<file path="src/rtl/rae_loader.sv">
`timescale 1ns/1ps
// rae_loader: command-driven front end for the RAE core.
// LOAD commands pack a little-endian byte stream into 32-bit words and write
// them through port 0 of the weight or activation SRAM. RUN commands hand a
// configuration word to RAE, wait for it to finish and report its status.
// The loader owns SRAM port 0 whenever loader_busy is high.
module rae_loader #(
    parameter int ADDR_W = 16,
    parameter int CONF_W = 24
) (
    input  logic              clk,
    input  logic              rst_n,

    input  logic              cmd_valid,
    output logic              cmd_ready,
    input  logic [1:0]        cmd_op,
    input  logic [ADDR_W-1:0] cmd_base,
    input  logic [ADDR_W-1:0] cmd_len,
    input  logic [CONF_W-1:0] cmd_conf,

    input  logic              in_valid,
    output logic              in_ready,
    input  logic [7:0]        in_data,

    output logic              w_cen,
    output logic [3:0]        w_wea0,
    output logic [ADDR_W-1:0] w_addr0,
    output logic [31:0]       w_wdata0,

    output logic              a_cen,
    output logic [3:0]        a_wea0,
    output logic [ADDR_W-1:0] a_addr0,
    output logic [31:0]       a_wdata0,

    output logic [CONF_W-1:0] rae_conf,
    output logic              rae_valid,
    input  logic              rae_ready,
    input  logic [1:0]        rae_status,

    output logic              loader_busy,
    output logic              done,
    output logic [1:0]        done_status
);

    localparam logic [1:0] OP_LOAD_W = 2'b00;
    localparam logic [1:0] OP_LOAD_A = 2'b01;
    localparam logic [1:0] OP_RUN    = 2'b10;

    localparam logic [1:0] STATUS_OK       = 2'b00;
    localparam logic [1:0] STATUS_RESERVED = 2'b11;

    localparam logic [ADDR_W-1:0] ADDR_ONE = ADDR_W'(1);

    typedef enum logic [2:0] {
        IDLE,
        LOAD,
        RUN_REQ,
        RUN_WAIT_LO,
        RUN_WAIT_HI,
        DONE
    } state_t;

    state_t state;

    // Command fields captured at accept time.
    logic [1:0]        op_latched;
    logic [ADDR_W-1:0] base_addr;
    logic [ADDR_W-1:0] word_len;

    // Byte packing state: byte position inside the current word, index of the
    // word being assembled, and the three lower bytes collected so far.
    logic [1:0]        byte_idx;
    logic [ADDR_W-1:0] word_idx;
    logic [23:0]       pack_word;

    logic              cmd_fire;
    logic              byte_fire;
    logic              word_fire;
    logic              last_word;
    logic [ADDR_W-1:0] write_addr;
    logic [31:0]       write_word;

    // Handshake qualifiers and the address/data of the word completing this cycle.
    always_comb begin
        cmd_fire   = cmd_valid && cmd_ready && (state == IDLE);
        byte_fire  = in_valid && in_ready && (state == LOAD);
        word_fire  = byte_fire && (byte_idx == 2'd3);
        last_word  = (word_idx == (word_len - ADDR_ONE));
        write_addr = base_addr + word_idx;
        write_word = {in_data, pack_word};
    end

    // Control FSM: command intake, LOAD termination, RAE handshake and completion reporting.
    always_ff @(posedge clk or negedge rst_n) begin
        if (!rst_n) begin
            state       <= IDLE;
            op_latched  <= OP_LOAD_W;
            base_addr   <= '0;
            word_len    <= '0;
            cmd_ready   <= 1'b1;
            in_ready    <= 1'b0;
            rae_conf    <= '0;
            rae_valid   <= 1'b0;
            loader_busy <= 1'b0;
            done        <= 1'b0;
            done_status <= STATUS_OK;
        end else begin
            done <= 1'b0;

            case (state)
                IDLE: begin
                    if (cmd_fire) begin
                        op_latched  <= cmd_op;
                        base_addr   <= cmd_base;
                        word_len    <= cmd_len;
                        cmd_ready   <= 1'b0;
                        loader_busy <= 1'b1;

                        case (cmd_op)
                            OP_LOAD_W, OP_LOAD_A: begin
                                if (cmd_len != '0) begin
                                    state    <= LOAD;
                                    in_ready <= 1'b1;
                                end else begin
                                    state       <= DONE;
                                    done        <= 1'b1;
                                    done_status <= STATUS_OK;
                                end
                            end
                            OP_RUN: begin
                                state     <= RUN_REQ;
                                rae_conf  <= cmd_conf;
                                rae_valid <= 1'b0;
                            end
                            default: begin
                                state       <= DONE;
                                done        <= 1'b1;
                                done_status <= STATUS_RESERVED;
                            end
                        endcase
                    end
                end

                LOAD: begin
                    // The final word's write and the done pulse land in the same cycle.
                    if (word_fire && last_word) begin
                        in_ready    <= 1'b0;
                        state       <= DONE;
                        done        <= 1'b1;
                        done_status <= STATUS_OK;
                    end
                end

                RUN_REQ: begin
                    // rae_valid tracks rae_ready so it is never offered to a busy RAE.
                    if (rae_valid && rae_ready) begin
                        rae_valid <= 1'b0;
                        state     <= RUN_WAIT_LO;
                    end else begin
                        rae_valid <= rae_ready;
                    end
                end

                RUN_WAIT_LO: begin
                    if (!rae_ready) begin
                        state <= RUN_WAIT_HI;
                    end
                end

                RUN_WAIT_HI: begin
                    if (rae_ready) begin
                        done_status <= rae_status;
                        done        <= 1'b1;
                        state       <= DONE;
                    end
                end

                DONE: begin
                    state       <= IDLE;
                    cmd_ready   <= 1'b1;
                    loader_busy <= 1'b0;
                end

                default: begin
                    state       <= IDLE;
                    cmd_ready   <= 1'b1;
                    in_ready    <= 1'b0;
                    rae_valid   <= 1'b0;
                    loader_busy <= 1'b0;
                end
            endcase
        end
    end

    // Byte packer and SRAM port 0 drivers; a write strobe lasts exactly one cycle.
    always_ff @(posedge clk or negedge rst_n) begin
        if (!rst_n) begin
            byte_idx  <= 2'd0;
            word_idx  <= '0;
            pack_word <= '0;
            w_cen     <= 1'b1;
            w_wea0    <= 4'h0;
            w_addr0   <= '0;
            w_wdata0  <= '0;
            a_cen     <= 1'b1;
            a_wea0    <= 4'h0;
            a_addr0   <= '0;
            a_wdata0  <= '0;
        end else begin
            w_cen  <= 1'b1;
            w_wea0 <= 4'h0;
            a_cen  <= 1'b1;
            a_wea0 <= 4'h0;

            if (cmd_fire) begin
                byte_idx <= 2'd0;
                word_idx <= '0;
            end else if (byte_fire) begin
                byte_idx  <= byte_idx + 2'd1;
                // Shifting in from the top leaves byte 0 in bits [7:0] after three bytes.
                pack_word <= {in_data, pack_word[23:8]};

                if (word_fire) begin
                    word_idx <= word_idx + ADDR_ONE;
                    if (op_latched == OP_LOAD_A) begin
                        a_cen    <= 1'b0;
                        a_wea0   <= 4'hF;
                        a_addr0  <= write_addr;
                        a_wdata0 <= write_word;
                    end else begin
                        w_cen    <= 1'b0;
                        w_wea0   <= 4'hF;
                        w_addr0  <= write_addr;
                        w_wdata0 <= write_word;
                    end
                end
            end
        end
    end

endmodule

</file>
<file path="config.mk">
export PLATFORM = sky130hd
export DESIGN_NAME = rae_loader
export DESIGN_NICKNAME = d
export VERILOG_FILES = /design/src/rtl/rae_loader.sv
export SDC_FILE = /design/constraint.sdc
export NUM_CORES = 1
export LEC_CHECK = 0
export ABC_AREA = 1
export BUFFER_PORTS_ARGS = -buffer_cell sky130_fd_sc_hd__buf_2
export CAP_MARGIN = 20
export CORE_UTILIZATION = 47
export CTS_CLUSTER_SIZE = 8
export DETAILED_ROUTE_END_ITERATION = 7
export PLACE_DENSITY = 0.71
export SLEW_MARGIN = 20
export SYNTH_ARGS = -nofsm -noshare
export SYNTH_HDL_FRONTEND = slang
export SYNTH_SLANG_ARGS = --single-unit
</file>
<file path="constraint.sdc">
create_clock -name clk -period 3.3 [get_ports clk]
set_clock_uncertainty 0.15 [all_clocks]
set_input_delay 0.99 -clock clk [delete_from_list [all_inputs] [get_ports clk]]
set_output_delay 0.99 -clock clk [all_outputs]
set_load 0.005 [all_outputs]
</file>
* Word-level counts from Yosys, hierarchy flattened
Cells that the tools add are included.
** Cells by class
- $add $sub $neg :: 4
- Muxes and demuxes :: 54
- Equal/unequal tests :: 20
- Reductions and logical operators :: 28
- Bitwise logic cells :: 5
** Operators with widths (number)
- 16-bit 2-to-1 mux :: 3
- 4-bit 2-to-1 mux :: 8
- 1-bit 2-to-1 mux :: 21
- 3-bit 2-to-1 mux :: 6
- 16-bit by 1-bit adder with 16-bit output (second input constant) :: 1
- 16-bit adder :: 1
- 16-bit equality test :: 1
- 16-bit nonzero test :: 1
- 16-bit by 1-bit subtractor with 16-bit output (second input constant) :: 1
- 3-bit one-hot mux with 5 select lines :: 1
- 2-bit 2-to-1 mux :: 6
- 4-bit OR reduction :: 3
- 2-bit != test (second input constant) :: 5
- 5-bit AND reduction :: 2
- 1-bit one-hot mux with 3 select lines :: 3
- 2-bit by 1-bit != test with 1-bit output (second input constant) :: 4
- 2-bit AND reduction :: 4
- 4-bit AND reduction :: 2
- 1-bit logical AND :: 7
- 3-bit by 2-bit equality test with 1-bit output (second input constant) :: 2
- 3-bit equality test (second input constant) :: 2
- 1-bit one-hot mux with 2 select lines :: 3
- 2-bit one-hot mux with 3 select lines :: 1
- 3-bit one-hot mux with 2 select lines :: 1
- other kinds (14) :: 22
** Storage, ports and cells
- Output and inout port bits :: 137
- Input bits :: 73
- Register bits after elaboration :: 216

* Longest topological paths before layout
Gate-level depths: netlist of run 1.
- Depth after elaboration :: 6
- Gate-level depth with buffers :: 16
- Depth with buffers taken out :: 16

* Least setup slack after synthesis of run 1
OpenSTA, ideal clock, no wires.
- Kind :: reg2reg
- Start :: reg word_idx[0]
- End :: reg w_addr0[10]
- Period minus slack after synthesis :: 2.355 ns
- Arrival :: 2.077 ns
- Path buffers :: 0
- Slack :: 0.945 ns
- Required time :: 3.023 ns
- Cell stages (with the launch flop) :: 11
- Cell sequence :: dfrtp_1 ha_1 inv_1 fa_1 o21ai_0 a21oi_1 o21ai_0 nand2_1 nand2_1 xnor2_1 o21ai_0
** On the way
- Longest elaborated chain between the ends :: 1
** RTL lines
- start: declaration :: RTL line 73 : logic [ADDR_W-1:0] word_idx;
- start signal: assignment :: RTL line 224 : word_idx <= word_idx + ADDR_ONE;
- 16-bit adder :: RTL line 89 : write_addr = base_addr + word_idx;
- end signal: assignment :: RTL line 233 : w_addr0 <= write_addr;
- end: declaration :: RTL line 27 : output logic [ADDR_W-1:0] w_addr0,
No other way between the ends.
A chain may end at the register's enable or synchronous reset.

* Worst setup path in the final report of run 1
- Start :: reg word_idx[0]
- End :: reg a_addr0[10]
** On the way
- Longest elaborated chain between the ends :: 1
** RTL lines
- 16-bit adder :: RTL line 89
- end signal: assignment :: RTL line 228 : a_addr0 <= write_addr;
- end: declaration :: RTL line 32 : output logic [ADDR_W-1:0] a_addr0,
No other way between the ends.

==> summary.txt, run 1 <==
Run status
  – Status: complete, no violations

STA
  – Period utilization: 0.889
  – RSZ-0062 raised after global routing: no
  – Setup TNS: 0 ns
  – # setup viols final: 0
  – Fin crit period: just under 3 ns
  – Pins over their slew limit: 0
  – Fmax: 341 MHz
  – Final Hold Fails: 0
  – Worst Max-Slew Pin Slew: 0.678 ns
  – Slew headroom: 0.548

Floorplanning
  – IO Pins: 210
  – FP Rows: 52
  – Initial core utilization: 0.478
  – Die area: 21,200 sq um
  – Core Footprint: 20,200 sq um
  – Die Ht: around 150 um
  – Die X: 145 um

Pwr
  – Cell Pwr Density: 728 nW/um^2
  – Pleak: 6.37 nW
  – Peak supply drop: between 0.4 and 0.5 mV

Detailed routing
  – DR WL/cell: 14.6 um
  – Antenna viol nets, final: 0
  – Routed WL: 23,400 um
  – Metal-1 WL: around 10,000 um
  – Met2 WL: 11,200 um
  – First-pass detailed-route iteration total: 5
  – Via Count: 8,114
  – Met3 WL post-DR: 1230 um
  – DRC Markers: 0
  – Vias per cell: 5.07
  – DR top layer: met4
  – Iteration-0 DRC Markers: 555

Yosys
  – Mapped Avg Cell Area: about 8.8 sq um
  – Asr flop ratio synth: 1.00
  – Number of synthesized flops with an enable pin: 0
  – Post-synthesis sequential area ratio: 0.544
  – Ys flop type: dfrtp_1
  – Synth unique cells: 45
  – Largest area contributor in the netlist: dfrtp_1
  – Seq cells post-synth: 210
  – Area share of the largest cell type after synthesis: 0.536
  – Synth Warn #: 0
  – Most instantiated cells after synthesis: nand2_1 (347), dfrtp_1 (207), o21ai_0 (130)
  – Mapped cell area: 9670 sq um
  – Top post-synthesis cells by area: dfrtp_1 (54%), nand2_1 (13%), o21ai_0 (6.7%)
  – Top-count cell post-synth: nand2_1
  – Syn nets: 1,197
  – Post-Syn Instances: roughly 1,100

Clock tree
  – Cts repair resizes: 0
  – Reg clk slew, reported paths: 0.05 ns
  – Max clock buf depth: 3
  – Clock sink total: 210
  – CTS tree: yes
  – TritonCTS Buffers: 30
  – Clock Root Buffer: clkbuf_16
  – Hold Buf Count CTS: 0
  – H-tree levels: 1
  – Worst-skew pair later-pin latency: 0.53 ns
  – Post-CTS Setup Bufs: 0

Worst setup path
  – Crit Path Class: register to register
  – CP Data Required Time: around 3.6 ns
  – WP depth: 10
  – CP startpoint kind: register
  – Crit-path max cell delay: 0.50 ns
  – WP buf/inv: 1
  – WP data arrival: 3.18 ns
  – R2r endpoint: a_addr0[10]
  – CP most frequent cell: o21ai_0
  – Top delay family on crit path: compound AO/OA/AOI/OAI gates
  – Worst r2r src: word_idx[0]
  – CP Max Fanout: 6
  – Worst r2r path cells: 10
  – Slowest stage cell, crit path: dfrtp_1
  – CP Cell Sequence: ha_1, inv_1, fa_1, o21ai_0, a21oi_1, o21ai_0, nand2_1, nand2_1, xnor2_1, o21ai_0
  – R2R Setup Slk: 0.37 ns
  – Critical path endpoint category: register
  – Worst setup path end: a_addr0[10]
  – Critical path origin: word_idx[0]

Min path
  – Path category of the worst min-delay check: register to register

Global route
  – Vias in the first global route: between 7,000 and 8,000
  – GRT Total Usage: 0.223
  – Global-route wire length before repair: 38,500 um
  – Largest net degree at the start of global routing: 83
  – Global route total overflow: 0
  – Initial antenna violation count: 5

Placement
  – Routability cong.: 0.912
  – HPWL Detailed: 17,000 um
  – Port-buffer cells: 209

Flow run
  – Max Cap Viol: 0

Finish
  – Layout cells sized above 1: 0.232
  – Area delta synth->final: 22.3%
  – Layout Utilization: 0.585
  – Final nets: 1,405
[cells in the final DEF, fill, tap and decap left out, drive strengths merged]
cell type and count:
nand3 45, fa 1, diode 5, nor4 6, o21bai 2, xnor2 7, clkinv 3, mux2 24
xor2 17, clkbuf 42, a21boi 1, ha 18, nor3 9, nand2 351, nand4 17, xnor3 1
and2 1, and3 1, a31o 2, dfstp 3, o21a 2, a21o 2, buf 220, nor2 67
a21oi 20, nand3b 5, dfrtp 207, inv 103, or2 2, o21ai 137, o31ai 6, a31oi 2
[final cells by class]
cell class / instances / area (sq um)
clock inverters: 2 / 10.0
fillers: 1816 / 8410
flip-flops and latches: 210 / 5260
repair buffers: 221 / 1190
well taps: 270 / 338
inverters: 104 / 390
diodes: 5 / 12.5
multi-input cells: 746 / 3810
clock buffers: 41 / 813
[cell families (layout without fill, tap and decap cells)]
kind of cell,count (synthesis),in the layout,share of synthesized area
compound gates,174,174,0.0949
simple gates,504,504,0.221
flops,210,210,0.544
other cells,0,5,0
xor+xnor,25,25,0.0241
mux,24,24,0.0279
buf+inv,149,368,0.0633
fa+ha+maj,19,19,0.0254
[state kept, by name, indices dropped and copies added (netlist names), 2 cells and up]
register,flops
word_idx,16
word_len,16
rae_conf,24
a_addr0,16
state,3
pack_word,24
base_addr,16
byte_idx,2
w_wdata0,32
done_status,2
a_wdata0,32
w_addr0,16
op_latched,2
[per-layer routing]
metal / vias to the layer above / track usage
li1: 3991 / -
met1: 3843 / 0.302
met2: 237 / 0.371
met3: 43 / 0.0348
met4: 0 / 0.0711
met5: - / 0
[worst min-delay path, stage by stage (launching register included)]
cell     delay [ns]
dfrtp_1        0.34
nand2_1        0.05
nand2_1        0.04
[report_power, final]
group	internal, mW	leakage [nW]	switching (mW)
clock	1.67	0.402	1.03
sequential	3.16	2.76	0.383
combinational	0.907	3.21	1.45
[metrics by stage]
stage	area, sq um	worst slack, ns	hold slack [ns]	power [mW]	instances
floorplan	9670	0.945	0.298	5.11	1105
global placement	11000	0.506	0.304	5.84	1551
detailed placement	11000	0.444	0.306	5.92	1551
CTS	11800	0.407	0.319	8.67	1594
global route	11800	0.249	0.328	9.19	1599
finish	11800	0.367	0.314	8.61	1599
[worst min-delay path by stage]
| stage | startpoint | end | slack [ns] | depth (start not counted) |
|---|---|---|---|---|
| after floorplan | base_addr[0] | base_addr[0] | 0.30 | 2 |
| after global placement | a_addr0[2] | a_addr0[2] | 0.30 | 2 |
| after detailed placement | a_addr0[2] | a_addr0[2] | 0.31 | 2 |
| after CTS | a_addr0[2] | a_addr0[2] | 0.32 | 2 |
| after global routing | a_addr0[2] | a_addr0[2] | 0.33 | 2 |
| final | a_addr0[2] | a_addr0[2] | 0.31 | 2 |
Note: power is estimated with default switching activity, not from simulation.
==> run 2, diff against run 1 <==
--- a/config.mk
+++ b/config.mk
@@ -12,6 +12,7 @@
 export CTS_CLUSTER_SIZE = 8
 export DETAILED_ROUTE_END_ITERATION = 7
 export PLACE_DENSITY = 0.71
+export REMOVE_ABC_BUFFERS = 1
 export SLEW_MARGIN = 20
 export SYNTH_ARGS = -nofsm -noshare
 export SYNTH_HDL_FRONTEND = slang
==> run 2 against run 1 <==
Compared with the run above: sequential cell count did not move; first-iteration DRC count is 43% lower; clock-buffer cell count is 4 higher; critical path type unchanged; largest cell class unchanged; largest power group unchanged; highest routed layer unchanged.
==> summary.txt, run 2 (synthesis results as in run 1) <==
Finish
  – Largest regs: a_wdata0: 32 flops, w_wdata0: 32 flops
  – Final Instance Count excl. Fillers: 1,597 (-0.13%)
  – Most frequent cells in the layout: nand2_1 (347), buf_2 (208), dfrtp_1 (207)
  – Most common cell after layout, fill and taps aside: nand2_1
  – Final nets: 1,404 (-0.071%)
  – Layout cells sized above 1: 0.230 (-0.00203)
  – Diode count: 0 (-5)
  – Layout Utilization: 0.585 (about the same)
  – Area delta synth->final: 22.4% (about the same)

Global route
  – GRT Total Usage: 0.215 (-0.00828)
  – Global-route wire length before repair: 37,600 um (-2.5%)
  – Vias in the first global route: 7,594 (-1.2%)
  – Global route total overflow: 0 (unchanged)
  – Initial antenna violation count: 0 (-5)
  – Largest net degree at the start of global routing: 65 (-22%)

Clock tree
  – CTS tree: yes
  – H-tree levels: 1 (unchanged)
  – TritonCTS Buffers: 30 (unchanged)
  – Reg clk slew, reported paths: 0.05 ns (about the same)
  – Clock sink total: 210 (unchanged)
  – Cts repair resizes: 0 (unchanged)
  – Max clock buf depth: 3 (unchanged)
  – Clock Root Buffer: clkbuf_16
  – Post-CTS Setup Bufs: 0 (unchanged)
  – Hold Buf Count CTS: 0 (unchanged)
  – Worst-skew pair later-pin latency: 0.53 ns (about the same)

Detailed routing
  – DR top layer: met4
  – Vias per cell: 5.01 (-1.2%)
  – DRC Markers: 0 (unchanged)
  – Iteration-0 DRC Markers: 318 (-43%)
  – DR WL/cell: 14.1 um (-3.4%)
  – Via Count: 8,004 (-1.4%)
  – Routed WL: 22,600 um (-3.5%)
  – Met3 WL post-DR: 1120 um (-9.6%)
  – First-pass detailed-route iteration total: 4 (-1)
  – Met2 WL: 10,500 um (-6.2%)
  – Antenna viol nets, final: 0 (unchanged)
  – Metal-1 WL: 10,300 um (-1.3%)

STA
  – Fin crit period: 2.81 ns (-0.118 ns)
  – # setup viols final: 0 (unchanged)
  – Period utilization: 0.853 (-0.0358)
  – Fmax: 355 MHz (+4.2%)
  – Slew headroom: 0.591 (+0.0431)
  – RSZ-0062 raised after global routing: no
  – Worst Max-Slew Pin Slew: 0.613 ns (-0.0654 ns)
  – Final Hold Fails: 0 (unchanged)
  – Pins over their slew limit: 0 (unchanged)
  – Setup ws final: 0.486 ns (+0.118 ns)
  – Setup TNS: 0 ns (unchanged)

Flow run
  – Max Cap Viol: 0 (unchanged)

Placement
  – Routability cong.: 0.919 (+0.75%)
  – Placed Cells: 1,550 (-0.064%)
  – Port-buffer cells: 209 (unchanged)
  – HPWL Detailed: 16,300 um (-4.1%)
  – DP Worst Slack: 0.466 ns (+0.0218 ns)

Worst setup path
  – Crit Path Class: register to register
  – CP startpoint kind: register
  – WP buf/inv: 1 (unchanged)
  – CP Cell Sequence: ha_1, inv_1, fa_1, o21ai_0, a21oi_1, o21ai_0, nand2_1, nand2_1, xnor2_1, o21ai_0
  – WP data arrival: 3.07 ns (-0.11 ns)
  – CP Data Required Time: 3.55 ns (about the same)
  – CP Max Fanout: 6 (unchanged)
  – Worst r2r path cells: 10 (unchanged)
  – Crit-path max cell delay: 0.49 ns (about the same)
  – Critical path endpoint category: register
  – CP most frequent cell: o21ai_0
  – Slowest stage cell, crit path: dfrtp_1
  – WP depth: 10 (unchanged)
  – Top delay family on crit path: compound AO/OA/AOI/OAI gates

Min path
  – Path category of the worst min-delay check: input pin to asynchronous set/reset pin

Floorplanning
  – IO Pins: 210 (unchanged)
  – Core Footprint: 20,200 sq um (unchanged)
  – Initial core utilization: 0.478 (unchanged)
  – Die area: 21,200 sq um (unchanged)
  – Die X: 145 um (unchanged)
  – Die Ht: 145 um (unchanged)
  – FP Rows: 52 (unchanged)

Run status
  – Status: complete, no violations

Pwr
  – Pleak: 6.37 nW (about the same)
  – Cell Pwr Density: 729 nW/um^2 (+0.14%)
  – Total power: 8.62 mW (+0.22%)
  – Peak supply drop: 0.445 mV (-6.9%)
==> run 2: routing by layer <==
layer / track usage / up-vias
li1: - / 3973
met1: 0.301 / 3737
met2: 0.346 / 238
met3: 0.0298 / 56
met4: 0.0711 / 0
met5: 0 / -
==> run 2: path summary, 6_finish.rpt <==
kind	startpoint	end	slack [ns]
max in group asynchronous	rst_n	a_wdata0[21]	1.99
setup / recovery	word_idx[0]	a_addr0[10]	0.49
setup reg to reg	word_idx[0]	a_addr0[10]	0.49
hold / removal	rst_n	a_wdata0[12]	0.24
min in group clk	loader_busy	loader_busy	0.32
hold reg to reg	loader_busy	loader_busy	0.32
==> run 2: cell type report <==
| class | instances | area [sq um] |
|---|---|---|
| Inverter | 104 | 390 |
| Sequential cell | 210 | 5260 |
| Tap cell | 270 | 338 |
| Multi-Input combinational cell | 746 | 3810 |
| Timing Repair Buffer | 220 | 1190 |
| Fill cell | 1820 | 8400 |
| Clock buffer | 45 | 807 |
| Clock inverter | 2 | 46.3 |
==> run 2: where the power goes <==
group	internal (mW)	switching (mW)	total (mW)	leakage [nW]
registers	3.16	0.368	3.53	2.76
clock network	1.73	1.04	2.77	0.408
logic	0.901	1.42	2.33	3.21
total	5.79	2.84	8.62	6.37
==> run 2: per-stage QoR <==
step           hold slack (ns)  area, sq um
2_1_floorplan            0.298         9450
3_3_place_gp             0.302        11000
3_5_place_dp             0.308        11000
4_1_cts                  0.241        11800
5_1_grt                  0.251        11800
6_report                 0.237        11800
